**config.mk**
```make
export PLATFORM = sky130hd
export DESIGN_NAME = cordic_vec
export DESIGN_NICKNAME = d
export VERILOG_FILES = /design/src/rtl/cordic_vec.sv
export SDC_FILE = /design/constraint.sdc
export NUM_CORES = 1
export LEC_CHECK = 0
export BUFFER_PORTS_ARGS = -buffer_cell sky130_fd_sc_hd__buf_4
export CAP_MARGIN = 10
export CORE_UTILIZATION = 55
export DETAILED_ROUTE_END_ITERATION = 16
export GPL_TIMING_DRIVEN = 0
export PLACE_DENSITY = 0.82
export SLEW_MARGIN = 20
export SYNTH_ARGS = -nofsm -noshare
export SYNTH_HDL_FRONTEND = slang
export SYNTH_SLANG_ARGS = --single-unit
export TNS_END_PERCENT = 100
```
**constraint.sdc**
```tcl
create_clock -name clk -period 6.8 [get_ports clk]
set_input_delay 0.68 -clock clk [delete_from_list [all_inputs] [get_ports clk]]
set_output_delay 0.68 -clock clk [all_outputs]
set_load 0.02 [all_outputs]
```
**src/rtl/cordic_vec.sv**
```systemverilog
// Iterative vectoring-mode CORDIC: converts a Cartesian point (x, y) to magnitude and
// four-quadrant angle atan2(y, x), one vector at a time over a valid/ready handshake.
module cordic_vec #(
  parameter int D_WIDTH = 7,
  parameter int ITER    = D_WIDTH,
  parameter int G       = 3
) (
  input  logic                      clk,
  input  logic                      rst_n,
  input  logic                      in_valid,
  output logic                      in_ready,
  input  logic signed [D_WIDTH-1:0] x_in,
  input  logic signed [D_WIDTH-1:0] y_in,
  output logic                      out_valid,
  input  logic                      out_ready,
  output logic        [D_WIDTH:0]   mag_out,
  output logic signed [D_WIDTH+1:0] z_out
);

  localparam int W  = D_WIDTH + G + 2;
  localparam int CW = $clog2(ITER);
  localparam int PW = W + 18;
  localparam logic signed [W-1:0]  Z_PI   = W'(2 ** (D_WIDTH + G));
  localparam logic signed [PW-1:0] MAGMAX = PW'((2 ** (D_WIDTH + 1)) - 1);

  typedef enum logic [1:0] {IDLE, ROT, SCALE, DONE} state_t;

  state_t                state;
  logic signed [W-1:0]   x_r, y_r, z_r;
  logic        [CW-1:0]  iter_r;
  logic                  zero_flag;

  // atan(2^-i) in units of PI/2^(D_WIDTH+G); table holds atan(2^-i)/PI scaled by 2^32.
  function automatic logic signed [W-1:0] atan_lsb(input int idx);
    logic [31:0] t;
    logic [63:0] r;
    case (idx)
      0:       t = 32'd1073741824;
      1:       t = 32'd633866812;
      2:       t = 32'd334917814;
      3:       t = 32'd170009512;
      4:       t = 32'd85334662;
      5:       t = 32'd42708930;
      6:       t = 32'd21359676;
      7:       t = 32'd10680490;
      8:       t = 32'd5340326;
      9:       t = 32'd2670174;
      10:      t = 32'd1335088;
      11:      t = 32'd667544;
      12:      t = 32'd333772;
      13:      t = 32'd166886;
      14:      t = 32'd83444;
      15:      t = 32'd41722;
      default: t = 32'd0;
    endcase
    r = (64'(t) + (64'd1 << (31 - (D_WIDTH + G)))) >> (32 - (D_WIDTH + G));
    return $signed(W'(r));
  endfunction

  // Drop the G guard bits with round-half-up.
  function automatic logic signed [D_WIDTH+1:0] round_z(input logic signed [W-1:0] v);
    logic signed [W:0] t;
    t = (W+1)'(v) + (W+1)'(2 ** (G - 1));
    return (D_WIDTH+2)'(t >>> G);
  endfunction

  // Remove the CORDIC gain (1/K ~ 39797/2^16), drop guard bits, clamp to the output range.
  function automatic logic [D_WIDTH:0] scale_mag(input logic signed [W-1:0] v);
    logic signed [PW-1:0] p;
    p = PW'(v) * $signed(PW'(39797));
    p = (p + PW'(32768)) >>> 16;
    p = (p + PW'(2 ** (G - 1))) >>> G;
    if (p < 0)
      return '0;
    else if (p > MAGMAX)
      return '1;
    else
      return (D_WIDTH+1)'(p);
  endfunction

  always_ff @(posedge clk) begin
    if (!rst_n) begin
      state     <= IDLE;
      in_ready  <= 1'b1;
      out_valid <= 1'b0;
      mag_out   <= '0;
      z_out     <= '0;
      x_r       <= '0;
      y_r       <= '0;
      z_r       <= '0;
      iter_r    <= '0;
      zero_flag <= 1'b0;
    end else begin
      case (state)
        IDLE: begin
          if (in_valid) begin
            // Left half-plane points are reflected through the origin and start at +/-PI.
            if (!x_in[D_WIDTH-1]) begin
              x_r <= W'(x_in) <<< G;
              y_r <= W'(y_in) <<< G;
              z_r <= '0;
            end else begin
              x_r <= -(W'(x_in) <<< G);
              y_r <= -(W'(y_in) <<< G);
              z_r <= y_in[D_WIDTH-1] ? -Z_PI : Z_PI;
            end
            zero_flag <= (x_in == '0) && (y_in == '0);
            iter_r    <= '0;
            in_ready  <= 1'b0;
            state     <= ROT;
          end
        end
        ROT: begin
          if (!y_r[W-1]) begin
            x_r <= x_r + (y_r >>> iter_r);
            y_r <= y_r - (x_r >>> iter_r);
            z_r <= z_r + atan_lsb(int'(iter_r));
          end else begin
            x_r <= x_r - (y_r >>> iter_r);
            y_r <= y_r + (x_r >>> iter_r);
            z_r <= z_r - atan_lsb(int'(iter_r));
          end
          iter_r <= iter_r + CW'(1);
          if (iter_r == CW'(ITER - 1))
            state <= SCALE;
        end
        SCALE: begin
          mag_out   <= zero_flag ? '0 : scale_mag(x_r);
          z_out     <= zero_flag ? '0 : round_z(z_r);
          out_valid <= 1'b1;
          state     <= DONE;
        end
        DONE: begin
          if (out_ready) begin
            out_valid <= 1'b0;
            in_ready  <= 1'b1;
            state     <= IDLE;
          end
        end
        default: state <= IDLE;
      endcase
    end
  end

endmodule

```
==> results.py, run 1 <==
metrics = {
    "die": {
        "die_y_um": 137.6,
        "die_x_um": 137.6,
        "rows": 49,
        "initial_utilization": 0.5630,
        "coreArea_um2": 17960,
        "dieArea_um2": 18930,
        "pin_count": 37,
    },
    "synthesis": {
        "synth-main-ff-cell": "dfxtp_1",
        "yosysWarnings": 0,
        "yosysUniqueCellTypes": 78,
        "yosysSeqAreaShare": 0.1405,
        "syn_nets": 1450,
        "synth_cells": 1225,
        "synth_edf_count": 0,
        "netlist_area_um2": 10110,
        "synthArstFlopShare": 0,
        "synth.avg_cell_area_um2": 8.256,
        "ys_seq_elements": 71,
    },
    "final_layout": {
        "nets": 1495,
        "num_antenna_cells": 0,
        "final_common_cell": "inv_1",
        "syn_to_final_growth_pct": 8.413,
        "final_cell_mix": "inv_1, ha_1, a21oi_1, fa_1, nand2_1",
        "drive_above_1_share": 0.08078,
    },
    "timing": {
        "fin_setup_tns_ns": 0,
        "rsz0062_at_grt": "false",
        "max_clock_freq_mhz": 156.0,
        "worst_pin_slew_ns": 1.089,
        "fin_crit_sh": 0.9424,
        "period_needed_ns": 6.409,
        "skew_ns": 0.01268,
        "relSlewSlack": 0.2690,
        "drv_slew": 0,
        "finalSetupViolCount": 0,
        "finalHoldViolations": 0,
    },
    "worst_setup_path": {
        "worstSetupPathType": "flip-flop to flip-flop",
        "endpoint": "mag_out[4]",
        "crit_path_end_kind": "flip-flop",
        "rr_startpoint": "x_r[7]",
        "r2r-end": "mag_out[4]",
        "rrSetupSlack_ns": 0.39,
        "path_max_fanout": 11,
        "required_ns": 7.03,
        "worstPathArrival_ns": 6.64,
        "r2r_cells": 21,
        "worstSetupStartpointType": "flip-flop",
        "critPathLaunch": "x_r[7]",
    },
    "clock_tree": {
        "clock_latency_ns": 0.35,
        "cts_buffer_depth": 2,
        "numCtsBuffers": 9,
        "cts_max_level": 3,
        "clkSlewWorstSetupHoldPaths_ns": 0.06,
        "postCtsHoldBufs": 0,
        "numClockSinks": 71,
        "cts_root_buf": "clkbuf_16",
        "cts_tree": "yes",
    },
    "route": {
        "routed_wl_um": 25980,
        "ant_nets": 0,
        "drc": 0,
        "wl_per_cell_um": 17.28,
        "detail_route.iter0.violations": 767,
        "drtPass1Iterations": 5,
        "viasPerCell": 5.951,
        "via_count": 8950,
    },
    "grt": {
        "grt_max_degree": 14,
        "grt_pass1_vias": 8762,
        "antenna_found_initial": 0,
        "grt_overflow_total": 0,
        "grt_usage": 0.2929,
        "grt_first_pass_wirelength_um": 42860,
    },
    "min_path": {
        "hp-class": "flip-flop to flip-flop",
        "hold_depth": 2,
    },
    "status": {
        "status": "complete, no violations",
    },
    "placed_design": {
        "port_buffers": 34,
        "routabilityCongestion": 0.9452,
        "hpwl_um": 20460,
    },
    "run": {
        "maxCapViolCount": 0,
    },
}
[how the worst min path moves through the flow]
| stage | slack [ns] | startpoint | endpoint |
|---|---|---|---|
| after floorplan | 0.44 | zero_flag | zero_flag |
| after global routing | 0.50 | mag_out[6] | mag_out[6] |
| after detailed placement | 0.46 | zero_flag | zero_flag |
| after CTS | 0.47 | zero_flag | zero_flag |
| after global placement | 0.45 | zero_flag | zero_flag |
| final | 0.47 | zero_flag | zero_flag |
[critical path, stage by stage, from the launching register on]
cell and delay, ns:
dfxtp_1 0.67, ha_1 0.39, fa_1 0.49, fa_1 0.52, fa_1 0.54, inv_1 0.06
fa_1 0.57, inv_1 0.06, ha_1 0.32, and3_1 0.25, nand3_1 0.14, a21oi_2 0.23
a21oi_1 0.18, o21bai_1 0.19, xor2_1 0.17, ha_1 0.24, nand3b_1 0.16, nor4_4 0.27
nand4_2 0.23, o21a_1 0.25, o31ai_1 0.25, a21boi_1 0.10
[Yosys cell counts, types with 19 or more instances]
library cell / n / area share
ha_1: 135 / 0.17
dfxtp_1: 71 / 0.14
nor2_1: 63 / 0.023
mux2i_1: 33 / 0.033
inv_1: 168 / 0.062
nand2_1: 68 / 0.025
and2_1: 25 / 0.015
nor3_1: 19 / 0.0094
o21ai_0: 59 / 0.029
a21oi_1: 82 / 0.041
xnor2_1: 47 / 0.041
nor2b_1: 32 / 0.020
nand3_1: 32 / 0.016
clkbuf_1: 33 / 0.012
fa_1: 72 / 0.14
xor2_1: 36 / 0.031
[final cells by class]
class                   count  area, µm²
plain buffers              45      214.0
clock buffers               9      225.2
clock inverters             7      71.32
fillers                  1524       6999
inverters                 170      638.1
multi-input cells         939       7846
flip-flops and latches     71       1428
well taps                 229      286.5
repair buffers             34      255.2
[cells by family after synthesis]
logic type               synth area share
AO/OA/AOI/OAI                      0.1824
multiplexers                      0.04046
adder cells (fa/ha/maj)            0.3095
flip-flops                         0.1405
XOR/XNOR                          0.07349
AND/OR/NAND/NOR                    0.1694
buffers and inverters             0.08425
[metal layers]
layer,wire (µm),share of wire,GRT usage,vias to the layer above
met2,12170,0.47,0.4754,377
met1,11040,0.42,0.3896,4227
li1,-,-,-,4277
met4,715,0.028,0.1148,0
met5,0,0,0,-
met3,2058,0.079,0.04415,69
[through the flow]
stage          worst slack (ns)  instance area [µm²]  instances    util  hold slack, ns
3_3_place_gp             0.2147                10660       1488  0.5932          0.4461
3_5_place_dp             0.1676                10660       1488  0.5932          0.4627
6_report                 0.3914                10960       1504  0.6104          0.4686
4_1_cts                  0.1345                10950       1504  0.6097          0.4705
5_1_grt                0.004571                10960       1504  0.6104          0.4960
2_1_floorplan            0.9823                10110       1225       -          0.4359
[what timing repair did]
item	4_1_cts	5_1_grt
buffers inserted	0	0
endpoints found under the setup margin	0	8
resized for setup	0	6
Power of run 1 is not shown: default switching activity piles up to over one toggle a cycle in this logic, so the estimate is an artifact.
==> inputs of run 2 (changes only) <==
--- a/config.mk
+++ b/config.mk
@@ -11,6 +11,7 @@
 export DETAILED_ROUTE_END_ITERATION = 16
 export GPL_TIMING_DRIVEN = 0
 export PLACE_DENSITY = 0.82
+export REMOVE_ABC_BUFFERS = 1
 export SLEW_MARGIN = 20
 export SYNTH_ARGS = -nofsm -noshare
 export SYNTH_HDL_FRONTEND = slang
==> run 2 against run 1 <==
Hold slack improved by 0.0029 ns. Global-route usage decreased by 3.1 points. Sequential share of layout area grew 0.29 points. Highest routed layer unchanged.
==> results.py, run 2 (same netlist as run 1, synthesis figures left out) <==
metrics = {
    "status": {
        "status": "complete, no violations",
    },
    "grt": {
        "grt_pass1_vias": 8329,
        "grt_overflow_total": 0,
        "grt_first_pass_wirelength_um": 39140,
        "grtUsageMet1": 0.3293,
        "grt_usage": 0.2615,
        "grt_max_degree": 66,
        "grtUsageMet2": 0.4542,
        "top_usage_layer": "met2",
        "antenna_found_initial": 0,
        "grt.met3_usage": 0.04930,
    },
    "route": {
        "ant_nets": 0,
        "viasPerCell": 5.868,
        "detail_route.iter0.violations": 411,
        "wl_per_cell_um": 16.06,
        "drc": 0,
        "drtPass1Iterations": 5,
        "routed_wl_um": 23470,
        "via_count": 8573,
    },
    "min_path": {
        "min_to": "mag_out[4]",
        "hp-class": "flip-flop to flip-flop",
        "hold_depth": 2,
        "hold_path_startpoint": "mag_out[4]",
    },
    "worst_setup_path": {
        "r2r_cells": 21,
        "required_ns": 7.02,
        "worstPathArrival_ns": 6.56,
        "r2r-end": "mag_out[6]",
        "worstSetupPathType": "flip-flop to flip-flop",
        "cp_slowest_cell": "fa_1",
        "critical-path-max-stage-delay_ns": 0.55,
        "crit_path_end_kind": "flip-flop",
        "crit_chain": "ha_1 -> inv_1 -> fa_1 -> inv_1 -> fa_1 -> fa_1 -> fa_1 -> ha_1 -> a21o_1 -> a21oi_2 -> nand3_2 -> a21oi_1 -> o21bai_1 -> xor2_1 -> ha_1 -> nand3b_1 -> nor4_4 -> nand4_2 -> o21a_1 -> o31ai_1 -> a21boi_1",
        "rr_startpoint": "x_r[6]",
        "crit_path_frequent_cell": "fa_1",
        "worstSetupStartpointType": "flip-flop",
        "rrSetupSlack_ns": 0.47,
        "path_max_fanout": 11,
    },
    "timing": {
        "hold_slack_ns": 0.4715,
        "relSlewSlack": 0.2514,
        "rsz0062_at_grt": "false",
        "finalHoldViolations": 0,
        "fin_setup_tns_ns": 0,
        "worst_pin_slew_ns": 1.123,
        "period_needed_ns": 6.334,
        "max_clock_freq_mhz": 157.9,
        "finalSetupViolCount": 0,
        "skew_ns": 0.009595,
        "drv_slew": 0,
        "fin_crit_sh": 0.9315,
    },
    "placed_design": {
        "hpwl_um": 18150,
        "routabilityCongestion": 0.8856,
        "port_buffers": 36,
    },
    "clock_tree": {
        "cts_resized": 0,
        "numCtsBuffers": 9,
        "cts_max_level": 3,
        "cts_buffer_depth": 2,
        "clkSlewWorstSetupHoldPaths_ns": 0.06,
        "numClockSinks": 71,
        "clock_latency_ns": 0.34,
        "cts_root_buf": "clkbuf_16",
        "cts_tree": "yes",
        "post_cts_buffers": 0,
        "postCtsHoldBufs": 0,
    },
    "final_layout": {
        "syn_to_final_growth_pct": 6.804,
        "nets": 1452,
        "drive_above_1_share": 0.08685,
        "final_common_cell": "inv_1",
        "num_antenna_cells": 0,
        "num-fill-cells": 1519,
        "final_cell_mix": "inv_1, ha_1, a21oi_1, fa_1, nand2_1",
    },
    "die": {
        "die_y_um": 137.6,
        "coreArea_um2": 17960,
        "die_x_um": 137.6,
        "rows": 49,
        "pin_count": 37,
        "initial_utilization": 0.5630,
        "dieArea_um2": 18930,
    },
    "run": {
        "maxCapViolCount": 0,
    },
}
## run 2: changes by cell type in the layout (fill, tap and decap cells not counted), moves of 3 or more
cell | before | now
dfxtp_1 | 66 | 58
dfxtp_2 | 5 | 13
buf_6 | 5 | 0
buf_2 | 3 | 0
buf_1 | 3 | 0
clkbuf_1 | 33 | 0
## run 2: per-layer routing
metal  part of all wire  vias to the layer above  wire, µm
met5                  0                        -         0
li1                   -                     4203         -
met4              0.017                        0       409
met1               0.43                     4082      9975
met2               0.49                      250     11460
met3              0.069                       38      1619
## run 2: worst max-delay path: cells and delay by family, from the launching register on
| family | cells | cell delay, ns |
|---|---|---|
| AOI/OAI and AO/OA | 7 | 1.52 |
| DFF | 1 | 0.53 |
| and+or+nand+nor | 4 | 0.90 |
| buffers and inverters | 2 | 0.18 |
| xor gates and xnor gates | 1 | 0.15 |
| adders and majority gates | 7 | 2.92 |
## run 2: worst max path at each step
stage | depth (start not counted) | endpoint | slack (ns) | startpoint
2_1_floorplan | 20 | mag_out[4] | 0.98 | x_r[10]
3_3_place_gp | 20 | mag_out[6] | 0.24 | x_r[10]
3_5_place_dp | 20 | mag_out[6] | 0.18 | x_r[10]
4_1_cts | 20 | mag_out[6] | 0.17 | x_r[10]
5_1_grt | 21 | mag_out[6] | 0.04 | x_r[6]
6_report | 21 | mag_out[6] | 0.47 | x_r[6]
## run 2: final cells by class
cell class,instances,area (µm²),area share
well taps,229,286.5,0.02653
multi-input cells,939,7863,0.7279
repair buffers,36,270.3,0.02502
flip-flops and latches,71,1438,0.1331
inverters,170,638.1,0.05908
clock inverters,6,67.56,0.006255
clock buffers,10,239.0,0.02212
## run 2: metrics by stage
step / setup slack, ns / std cells / util / area (µm²)
2_1_floorplan: 0.9822 / 1180 / - / 9899
3_3_place_gp: 0.2420 / 1445 / 0.5821 / 10460
3_5_place_dp: 0.1776 / 1445 / 0.5830 / 10470
4_1_cts: 0.1708 / 1461 / 0.6001 / 10780
5_1_grt: 0.03623 / 1461 / 0.6013 / 10800
6_report: 0.4659 / 1461 / 0.6013 / 10800
Power of run 2 is left out for the same reason.
